`config.mk`:
```
export PLATFORM = sky130hd
export DESIGN_NAME = alu_share_arbiter
export DESIGN_NICKNAME = d
export VERILOG_FILES = /design/src/rtl/alu_share_arbiter.sv
export SDC_FILE = /design/constraint.sdc
export NUM_CORES = 1
export LEC_CHECK = 0
export CAP_MARGIN = 20
export CORE_UTILIZATION = 55
export DETAILED_ROUTE_END_ITERATION = 10
export DONT_BUFFER_PORTS = 1
export PLACE_DENSITY_LB_ADDON = 0.3
export SYNTH_ARGS = -nofsm -noshare
export SYNTH_HDL_FRONTEND = slang
export SYNTH_SLANG_ARGS = --single-unit
```
`constraint.sdc`:
```
create_clock -name clk -period 3.3 [get_ports clk]
set_clock_uncertainty 0.2 [all_clocks]
set_input_delay 0.66 -clock clk [delete_from_list [all_inputs] [get_ports clk]]
set_output_delay 0.66 -clock clk [all_outputs]
set_load 0.01 [all_outputs]
```
`src/rtl/alu_share_arbiter.sv`:
```
// Round-robin arbiter sharing one combinational ALU between two requesters.
// Each accepted command is registered, executed for one cycle, and its result
// is returned on the owning port's response channel.
// Optional build macro: ALU_ZERO_FLAG_EN adds rsp0_zero/rsp1_zero outputs.
module alu_share_arbiter #(
  parameter int unsigned WIDTH = 16,
  parameter int unsigned OPW   = 3
) (
  input  logic             clk,
  input  logic             reset,
  input  logic             req0_valid,
  output logic             req0_ready,
  input  logic [OPW-1:0]   req0_op,
  input  logic [WIDTH-1:0] req0_x,
  input  logic [WIDTH-1:0] req0_y,
  input  logic             req1_valid,
  output logic             req1_ready,
  input  logic [OPW-1:0]   req1_op,
  input  logic [WIDTH-1:0] req1_x,
  input  logic [WIDTH-1:0] req1_y,
  output logic             rsp0_valid,
  input  logic             rsp0_ready,
  output logic [WIDTH-1:0] rsp0_data,
  output logic             rsp1_valid,
  input  logic             rsp1_ready,
  output logic [WIDTH-1:0] rsp1_data,
`ifdef ALU_ZERO_FLAG_EN
  output logic             rsp0_zero,
  output logic             rsp1_zero,
`endif
  output logic [OPW-1:0]   alu_op,
  output logic [WIDTH-1:0] alu_x,
  output logic [WIDTH-1:0] alu_y,
  input  logic [WIDTH-1:0] alu_s
);

  typedef enum logic [1:0] {
    IDLE = 2'd0,
    EXEC = 2'd1,
    RESP = 2'd2
  } state_t;

  state_t           state;
  state_t           state_nxt;
  logic             owner;
  logic             last_grant;
  logic [OPW-1:0]   op_q;
  logic [WIDTH-1:0] x_q;
  logic [WIDTH-1:0] y_q;
  logic [WIDTH-1:0] result_q;
`ifdef ALU_ZERO_FLAG_EN
  logic             zero_q;
`endif

  logic any_valid_c;
  logic winner_c;
  logic accept_c;
  logic owner_rsp_ready_c;

  // Arbitration: sole requester wins; on a tie the port that did not win last
  assign any_valid_c       = req0_valid | req1_valid;
  assign winner_c          = (req0_valid & req1_valid) ? ~last_grant : req1_valid;
  assign owner_rsp_ready_c = owner ? rsp1_ready : rsp0_ready;

  // Next-state logic and combinational command-ready outputs
  always_comb begin
    state_nxt  = state;
    req0_ready = 1'b0;
    req1_ready = 1'b0;
    accept_c   = 1'b0;
    case (state)
      IDLE: begin
        if (any_valid_c) begin
          req0_ready = ~winner_c;
          req1_ready = winner_c;
          accept_c   = 1'b1;
          state_nxt  = EXEC;
        end
      end
      EXEC: state_nxt = RESP;
      RESP: begin
        if (owner_rsp_ready_c) begin
          state_nxt = IDLE;
        end
      end
      default: state_nxt = IDLE;
    endcase
  end

  // State register, command latch and result capture
  always_ff @(posedge clk) begin
    if (reset) begin
      state      <= IDLE;
      owner      <= 1'b0;
      last_grant <= 1'b1;
      op_q       <= '0;
      x_q        <= '0;
      y_q        <= '0;
      result_q   <= '0;
`ifdef ALU_ZERO_FLAG_EN
      zero_q     <= 1'b0;
`endif
    end else begin
      state <= state_nxt;
      if (accept_c) begin
        owner      <= winner_c;
        last_grant <= winner_c;
        op_q       <= winner_c ? req1_op : req0_op;
        x_q        <= winner_c ? req1_x  : req0_x;
        y_q        <= winner_c ? req1_y  : req0_y;
      end
      if (state == EXEC) begin
        result_q <= alu_s;
`ifdef ALU_ZERO_FLAG_EN
        zero_q   <= (alu_s == '0);
`endif
      end
    end
  end

  // ALU is driven straight from the latched command; it holds between ops
  assign alu_op = op_q;
  assign alu_x  = x_q;
  assign alu_y  = y_q;

  // Response channel of the owning port only
  assign rsp0_valid = (state == RESP) & ~owner;
  assign rsp1_valid = (state == RESP) & owner;
  assign rsp0_data  = result_q;
  assign rsp1_data  = result_q;
`ifdef ALU_ZERO_FLAG_EN
  assign rsp0_zero  = zero_q & rsp0_valid;
  assign rsp1_zero  = zero_q & rsp1_valid;
`endif

endmodule

```
# After elaboration in Yosys (flattened, before gate mapping)
# Index checks and enable logic that the tools add are counted.
[op_classes]
eq_ne = 4
reduce_logical = 2
bitwise_logic = 7
muxes = 14
[op_table]
columns = ["cell", "n"]
rows = [
  ["2-to-1 mux 16 bit", 2],
  ["2-to-1 mux 1 bit", 8],
  ["one-hot mux 2 bit (3 select lines)", 1],
  ["2-to-1 mux 2 bit", 2],
  ["inequality test 2 bit, second input constant", 2],
  ["bitwise AND 1 bit", 3],
  ["2-to-1 mux 3 bit", 1],
  ["NOT 1 bit", 3],
  ["equality test 2 x 1 -> 1 bit, second input constant", 1],
  ["equality test 2 bit, second input constant", 1],
  ["logical NOT 2 bit", 1],
  ["AND reduction 2 bit", 1],
  ["OR 1 bit", 1],
]
[word_totals]
regBits = 55
in_bits = 92

# Depth between registers and ports, before layout
# Gate-level depths: netlist of run 1.
[depth]
word_depth = 5
mapped_depth = 5
depth_no_buf = 4

# Worst setup path after synthesis of run 1
# Ideal clock, no wire load.
[synth_path]
kind = "input-to-output"
start = "input port req0_valid"
end = "output port req0_ready"
t_required_ns = 2.440
path_slack_ns = 1.065
stages = 4
arrival_time_ns = 1.375
path_cell_list = "buf_2 > a21boi_4 > buf_2 > nor2_1"
[synth_between]
elab_chain_len = 5
[synth_lines]
columns = ["item", "line_no", "rtl"]
rows = [
  ["start, declared", "11", "input logic req0_valid,"],
  ["bitwise AND 1 bit", "62", "assign winner_c = (req0_valid & req1_valid) ? ~last_grant : req1_valid;"],
  ["2-to-1 mux 1 bit", "62", ""],
  ["NOT 1 bit", "74", "req0_ready = ~winner_c;"],
  ["2-to-1 mux 1 bit *", "73", "if (any_valid_c) begin"],
  ["2-to-1 mux 1 bit *", "71", "case (state)"],
  ["end, declared", "12", "output logic req0_ready,"],
]
# Mark *: on every way between the ends. The rest lies on a longest branch, timed or not.

# Worst setup path in the final report of run 1
[layout_path]
start = "register state[1]"
end = "output port req0_ready"
[layout_between]
elab_chain_len = 2
[layout_lines]
columns = ["item", "line_no", "rtl"]
rows = [
  ["start, declared", "43", "state_t state;"],
  ["start signal, assigned", "104", "state <= state_nxt;"],
  ["logical NOT 2 bit", "71", ""],
  ["2-to-1 mux 1 bit", "71", ""],
]
# No other way between the ends.

==> results of run 1 <==
[report_power, final]
part	switching, mW	internal (mW)	total, mW
combinational	0.133	0.0749	0.208
sequential	0.0870	0.730	0.817
clock	0.206	0.246	0.452
total	0.426	1.05	1.48
[state kept, by name, indices dropped and copies added, names as in the netlist]
signal      flops
alu_op          3
owner           1
alu_y          16
last_grant      1
rsp0_data      16
alu_x          16
state           2
[final cells by class]
cell class / count / area (sq um) / area share
clock buffer: 6 / 82.58 / 0.03406
clock inverter: 2 / 35.03 / 0.01445
inverter: 1 / 3.754 / 0.001548
multi-input combinational: 210 / 1122 / 0.4628
sequential: 55 / 1101 / 0.4541
tap: 52 / 65.06 / 0.02683
timing repair buffer: 2 / 15.01 / 0.006192
[metrics by stage]
| step | utilization | hold WS [ns] |
|---|---|---|
| detailed placement | 0.5299 | 0.3137 |
| global route | 0.5569 | 0.1970 |
| CTS | 0.5569 | 0.2100 |
| global placement | 0.5299 | 0.3156 |
| floorplan | - | 0.2890 |
| finish | 0.5569 | 0.2229 |
[worst min-delay path by stage]
stage                     slack (ns)   from  depth (start not counted)             to
final                           0.22  reset                          1       alu_x[0]
after global routing            0.20  reset                          1  rsp0_data[13]
after CTS                       0.21  reset                          1          owner
after detailed placement        0.31  owner                          2          owner
after global placement          0.32  owner                          2          owner
after floorplan                 0.29  owner                          2          owner
[kinds of logic after synthesis]
kind of cell	after synthesis	share of synthesized area
buffers and inverters	47	0.1077
AOI/OAI and AO/OA	92	0.2300
DFF	55	0.4429
muxes	1	0.004026
and+or+nand+nor	117	0.2154
[per-layer routing]
metal | global-route usage | part of all wire | vias to the layer above
met4 | 0.1111 | 0.016 | 0
met1 | 0.2687 | 0.40 | 977
li1 | - | - | 1023
met3 | 0.05814 | 0.080 | 9
met5 | 0 | 0 | -
met2 | 0.4067 | 0.51 | 121
[cells in the final DEF, fill, tap and decap left out, types with 2 or more instances in the layout]
cell and instances:
sky130_fd_sc_hd__a31oi_1 17, sky130_fd_sc_hd__o21ai_0 18, sky130_fd_sc_hd__nor2_1 2, sky130_fd_sc_hd__nand4_1 17
sky130_fd_sc_hd__buf_4 2, sky130_fd_sc_hd__nand3_1 17, sky130_fd_sc_hd__dfxtp_1 55, sky130_fd_sc_hd__nor2_2 2
sky130_fd_sc_hd__nand2b_1 2, sky130_fd_sc_hd__a311oi_1 18, sky130_fd_sc_hd__a21oi_1 36, sky130_fd_sc_hd__nand2_1 70
sky130_fd_sc_hd__clkbuf_8 6
[worst register-to-register path: stages (launching register included)]
cell and delay [ns]:
sky130_fd_sc_hd__dfxtp_1 0.38, sky130_fd_sc_hd__or2_1 0.47, sky130_fd_sc_hd__nor2_2 0.68, sky130_fd_sc_hd__a311oi_1 0.20
==> metrics.md, run 1 <==
| Metric | Value |
|---|---|
| Area leader, netlist | sky130_fd_sc_hd__dfxtp_1 |
| Via count | 2,130 |
| Number of top-level design ports | 163 |
| Setup slack, reg-to-reg | 1.22 ns |
| Post-detailed-route count of antenna-violating nets | 0 |
| Final critical delay including setup and external delays | 2.422 ns |
| Critical Path End | req0_ready |
| Slew Limit Fails | 0 |
| H-Tree Level Count | 2 |
| Share of Yosys cell area claimed by the top area cell type | 0.4429 |
| Placed instance area | 2307 sq um |
| Final period util | 0.7339 |
| Buffer levels on the longest clock path | 2 |
| Vertical die dimension | 69.23 um |
| Worst path setup slack after routing | a little under 0.9 ns |
| Cell with the largest stage delay on the worst path | sky130_fd_sc_hd__nor2_4 |
| Origin of the critical flop-to-flop path | state[1] |
| Data arrival at the endpoint of the critical path | roughly 1.6 ns |
| Leading post-synthesis cells by instance count | sky130_fd_sc_hd__nand2_1, sky130_fd_sc_hd__dfxtp_1, sky130_fd_sc_hd__a21oi_1 |
| Normalized max-slew margin | 0.3423 |
| Number of flip-flops and latches in the synthesized netlist | 55 |
| Fraction of synthesis flops using an asynchronous set or reset pin | 0 |
| HPWL after DPL | 3847 um |
| Last weighted congestion value of the routability-driven placer | 0.7753 |
| Number of antenna violations at the first check in global routing | 0 |
| Pwr Density | 609.2 nW/um^2 |
| EDFF count, synth | 0 |
| Remaining design rule violation count | 0 |
| Total routed wirelength | 5751 um |
| Leftover overflow at the end of global routing | 0 |
| Post-Syn Area | 2486 sq um |
| Floorplan row count | 24 |
| Maximum number of pins on one net before global-route repair | 56 |
| Register clock-pin slew on the reported worst setup and hold paths | 0.09 ns |
| Unique masters post-synth | 27 |
| Clock Sinks | 55 |
| Number of buffers inserted during clock tree synthesis | 5 |
| Number of buffer and inverter stages on the critical path | 0 |
| Kind of path behind the tightest hold check | in2reg |
| Starting density of the core | 0.5710 |
| Req. time, crit path | 2.44 ns |
| Logic depth of the worst path, buffers included | 3 |
| Clock latency reported for the late side of the worst-skew pair | 0.29 ns |
| CP top delay family | simple AND/OR/NAND/NOR gates |
| Layout Cells excl Fill | 328 |
| Design Area, Final | 2425 sq um |
| Mapped Avg Cell Area | 7.968 sq um |
| Leading cell types by total area after synthesis | sky130_fd_sc_hd__dfxtp_1, sky130_fd_sc_hd__nand2_1, sky130_fd_sc_hd__a21oi_1 |
| Start point of the critical path | state[1] |
| Area growth from synthesis to layout | -2.466% |
| Worst setup EP type | output pin |
| Critical Path Start Type | register |
| Worst VDD drop | 0.2744 mV |
| Status | finished, final reports clean |
| Number of vias per cell after detailed routing | 6.494 |
| Count of hold-fix buffers inserted at cts | 0 |
| Starting DRC count in detailed routing | approximately 110 |
| Vias in the first global route | 1,999 |
| CTS tree | built |
| Number of inserted filler cells in the final layout | approximately 440 |
| Worst r2r path cells | 3 |
| Die area | 4793 sq um |
| Final Hold Violating Endpoints | 0 |
| Syn. warnings | 0 |
| Type of the worst setup path | reg2out |
| Routed wire length per instance | 17.53 um |
| Transition at the pin with the smallest max-transition slack | 0.9846 ns |
| Placed cell count | 320 |
| Aggregate negative setup slack | 0 ns |
| Predominant post-synthesis flop cell | sky130_fd_sc_hd__dfxtp_1 |
| Leakage | 0.8398 nW |
| Number of input and output port buffers inserted | 0 |
| Share of synthesized area occupied by flip-flops and latches | 0.4429 |
| Cells traversed along the worst timing path | nor2_4 -> nand2_1 -> nor2_1 |
| Most common cell in the synthesized netlist | sky130_fd_sc_hd__nand2_1 |
| Max Clock Freq | roughly 410 MHz |
| # diodes | 0 |
| Number of instances in the synthesized netlist | roughly 310 |
| Post-CTS resize count | 0 |
| Wire length of the first global-routing pass | 9163 um |
| Setup repair after global routing missed its margin | no |
| Max-capacitance violation count | 0 |
| Post-place setup slack | 1.034 ns |
| Overall die width | 69.23 um |
| Clock root cell | sky130_fd_sc_hd__clkbuf_8 |
| All-layer global routing usage | 0.2343 |
| Overall power consumption | 1.477 mW |
| Core region area | around 4400 sq um |
| First drt pass iteration count | 4 |
| Fraction of layout cells with a size suffix above 1 | 0.05797 |
| Net Count, Synth | 404 |
| Total of endpoints with negative setup slack in the final report | 0 |
| Biggest cell delay along the critical path | 0.42 ns |
| Buffer count from post-CTS setup fixing | 0 |
| CP max FO | 21 |
| Layout net count | 367 |
| Worst R2R End | alu_x[6] |
(Power assumes the default switching activity.)
==> inputs of run 2 (changes only) <==
==> constraint.sdc (replaced) <==
create_clock -name clk -period 2.05 [get_ports clk]
set_clock_uncertainty 0.2 [all_clocks]
set_input_delay 0.41 -clock clk [delete_from_list [all_inputs] [get_ports clk]]
set_output_delay 0.41 -clock clk [all_outputs]
set_load 0.01 [all_outputs]
==> metrics.md, run 2 (synthesis results as in run 1) <==
| Metric | Value |
|---|---|
| Final Hold Violating Endpoints | 0 (unchanged) |
| H-Tree Level Count | 2 (unchanged) |
| Fraction of layout cells with a size suffix above 1 | 0.09028 (+0.03231) |
| Final critical delay including setup and external delays | 1.849 ns |
| Vias in the first global route | 2,007 (+0.40%) |
| Transition at the pin with the smallest max-transition slack | 0.6488 ns (-0.3358 ns) |
| Biggest cell delay along the critical path | 0.32 ns (-0.10 ns) |
| Leftover overflow at the end of global routing | 0 (unchanged) |
| Starting density of the core | 0.5710 (unchanged) |
| Floorplan row count | 24 (unchanged) |
| Worst r2r path cells | 4 (+1) |
| Number of buffers inserted during clock tree synthesis | 5 (unchanged) |
| Last weighted congestion value of the routability-driven placer | 0.8089 (+4.3%) |
| Layout net count | 379 (+3.3%) |
| Leakage | 0.8935 nW (+6.4%) |
| Total of endpoints with negative setup slack in the final report | 0 (unchanged) |
| Overall power consumption | 2.328 mW (+58%) |
| Clock Sinks | 55 (unchanged) |
| Total routed wirelength | 5844 um (+1.6%) |
| Clock latency reported for the late side of the worst-skew pair | 0.30 ns (about the same) |
| Most frequent cells in the layout | sky130_fd_sc_hd__nand2_1, sky130_fd_sc_hd__dfxtp_1, sky130_fd_sc_hd__a21oi_1 |
| Setup repair after global routing missed its margin | no |
| Wire length of the first global-routing pass | 9294 um (+1.4%) |
| First drt pass iteration count | 4 (unchanged) |
| Number of input and output port buffers inserted | 0 (unchanged) |
| Critical Path Start Type | register |
| Post-detailed-route count of antenna-violating nets | 0 (unchanged) |
| HPWL after DPL | 3971 um (+3.2%) |
| Most common cell after layout, fill and taps aside | sky130_fd_sc_hd__nand2_1 |
| Type of the worst setup path | reg2out |
| Via count | 2,169 (+1.8%) |
| Number of top-level design ports | 163 (unchanged) |
| Worst VDD drop | 0.4417 mV (+61%) |
| Aggregate negative setup slack | 0 ns (unchanged) |
| Routed wire length per instance | 17.19 um (-2.0%) |
| Normalized max-slew margin | 0.5675 (+0.2252) |
| Area taken by multi-input logic gates | 1122 sq um (unchanged) |
| Vertical die dimension | 69.23 um (unchanged) |
| Core region area | 4354 sq um (unchanged) |
| Number of vias per cell after detailed routing | 6.379 (-1.8%) |
| Starting DRC count in detailed routing | 53 (-54%) |
| Cells traversed along the worst timing path | buf_4 -> nor2_4 -> nand2_1 -> nor2_1 |
| All-layer global routing usage | 0.2373 (+0.002976) |
| Data arrival at the endpoint of the critical path | 1.24 ns (-0.32 ns) |
| Final period util | 0.9021 |
| Max-capacitance violation count | 0 (unchanged) |
| CP top delay family | simple AND/OR/NAND/NOR gates |
| Remaining design rule violation count | 0 (unchanged) |
| Kind of path behind the tightest hold check | in2reg |
| Area growth from synthesis to layout | 1.057% |
| Logic depth of the worst path, buffers included | 4 (+1) |
| Cell with the largest stage delay on the worst path | sky130_fd_sc_hd__dfxtp_1 |
| FF/Latch Area | 1101 sq um (unchanged) |
| Number of buffer and inverter stages on the critical path | 1 (+1) |
| CTS tree | built |
| Worst setup EP type | output pin |
| Slew Limit Fails | 0 (unchanged) |
| Req. time, crit path | 1.44 ns (-1.00 ns) |
| # diodes | 0 (unchanged) |
| Number of antenna violations at the first check in global routing | 0 (unchanged) |
| Maximum number of pins on one net before global-route repair | 55 (-1.8%) |
| Clock root cell | sky130_fd_sc_hd__clkbuf_8 |
| Worst Hold Path Cells | 2 (+1) |
| Max Clock Freq | 540.8 MHz |
| CP max FO | 6 (-71%) |
| Post-CTS resize count | 0 (unchanged) |
| Overall die width | 69.23 um (unchanged) |
| Number of inserted filler cells in the final layout | 445 (+1.8%) |
| Pwr Density | 926.6 nW/um^2 (+52%) |
| Register clock-pin slew on the reported worst setup and hold paths | 0.09 ns (about the same) |
| Buffer levels on the longest clock path | 2 (unchanged) |
| Status | finished, final reports clean |
| Die area | 4793 sq um (unchanged) |
-- run 2: changes by cell type in the layout (fill, tap and decap cells not counted), sizes merged --
cell and change:
bufinv -1, buf +11, dlygate4sd3 +1, clkbuf +2
clkinv -1
-- run 2: worst paths after layout --
| kind | slack [ns] | to | from |
|---|---|---|---|
| worst max-delay path | 0.20 | req0_ready | state[1] |
| worst min-delay path | 0.04 | rsp0_data[0] | alu_s[0] |
| worst max register to register | 0.26 | alu_y[13] | state[0] |
| worst min register to register | 0.35 | owner | owner |
-- run 2: per-layer routing --
| metal | wire length, um | track usage |
|---|---|---|
| met1 | 2341 | 0.2690 |
| met2 | 2905 | 0.4088 |
| met3 | 455 | 0.07122 |
| met4 | 141 | 0.1066 |
| met5 | 0 | 0 |
-- run 2: worst register-to-register path, delay by kind of cell (launching register included) --
| family | cells | cell delay, ns |
|---|---|---|
| simple gates | 2 | 0.59 |
| flops | 1 | 0.46 |
| compound gates | 1 | 0.23 |
| buf+inv | 1 | 0.22 |
-- run 2: area by class of cell --
class,instances,area share
Multi-Input combinational cell,210,0.4467
Tap cell,52,0.02590
Timing Repair Buffer,14,0.04781
Sequential cell,55,0.4382
Inverter,1,0.001494
Clock buffer,8,0.03984
-- run 2: what timing repair did --
| item | 4_1_cts | 5_1_grt |
|---|---|---|
| setup buffers | 0 | 3 |
| hold endpoints to repair | 54 | 0 |
| setup endpoints to repair | 0 | 1 |
| hold buffers | 2 | 0 |
-- run 2: report_power, final --
group	switching, mW	internal [mW]
registers	0.136	1.18
clock network	0.323	0.309
logic	0.237	0.147
-- run 2: per-stage QoR --
stage / setup WS, ns / cell area, sq um / util / cells / hold slack (ns)
after floorplan: 0.3152 / 2486 / - / 312 / 0.2890
after global placement: 0.3619 / 2360 / 0.5420 / 327 / 0.2840
after detailed placement: 0.2784 / 2360 / 0.5420 / 327 / 0.2860
after CTS: 0.1092 / 2490 / 0.5718 / 337 / 0.02492
after global routing: 0.07110 / 2512 / 0.5770 / 340 / 0.02455
final: 0.2008 / 2512 / 0.5770 / 340 / 0.03511
==> inputs of run 3 (changes only) <==
--- a/config.mk
+++ b/config.mk
@@ -9,6 +9,7 @@
 export CORE_UTILIZATION = 55
 export DETAILED_ROUTE_END_ITERATION = 10
 export DONT_BUFFER_PORTS = 1
+export GPL_ROUTABILITY_DRIVEN = 0
 export PLACE_DENSITY_LB_ADDON = 0.3
 export SYNTH_ARGS = -nofsm -noshare
 export SYNTH_HDL_FRONTEND = slang
==> results of run 3 <==
No change in the layout: final DEF, timing and power equal those of run 2.
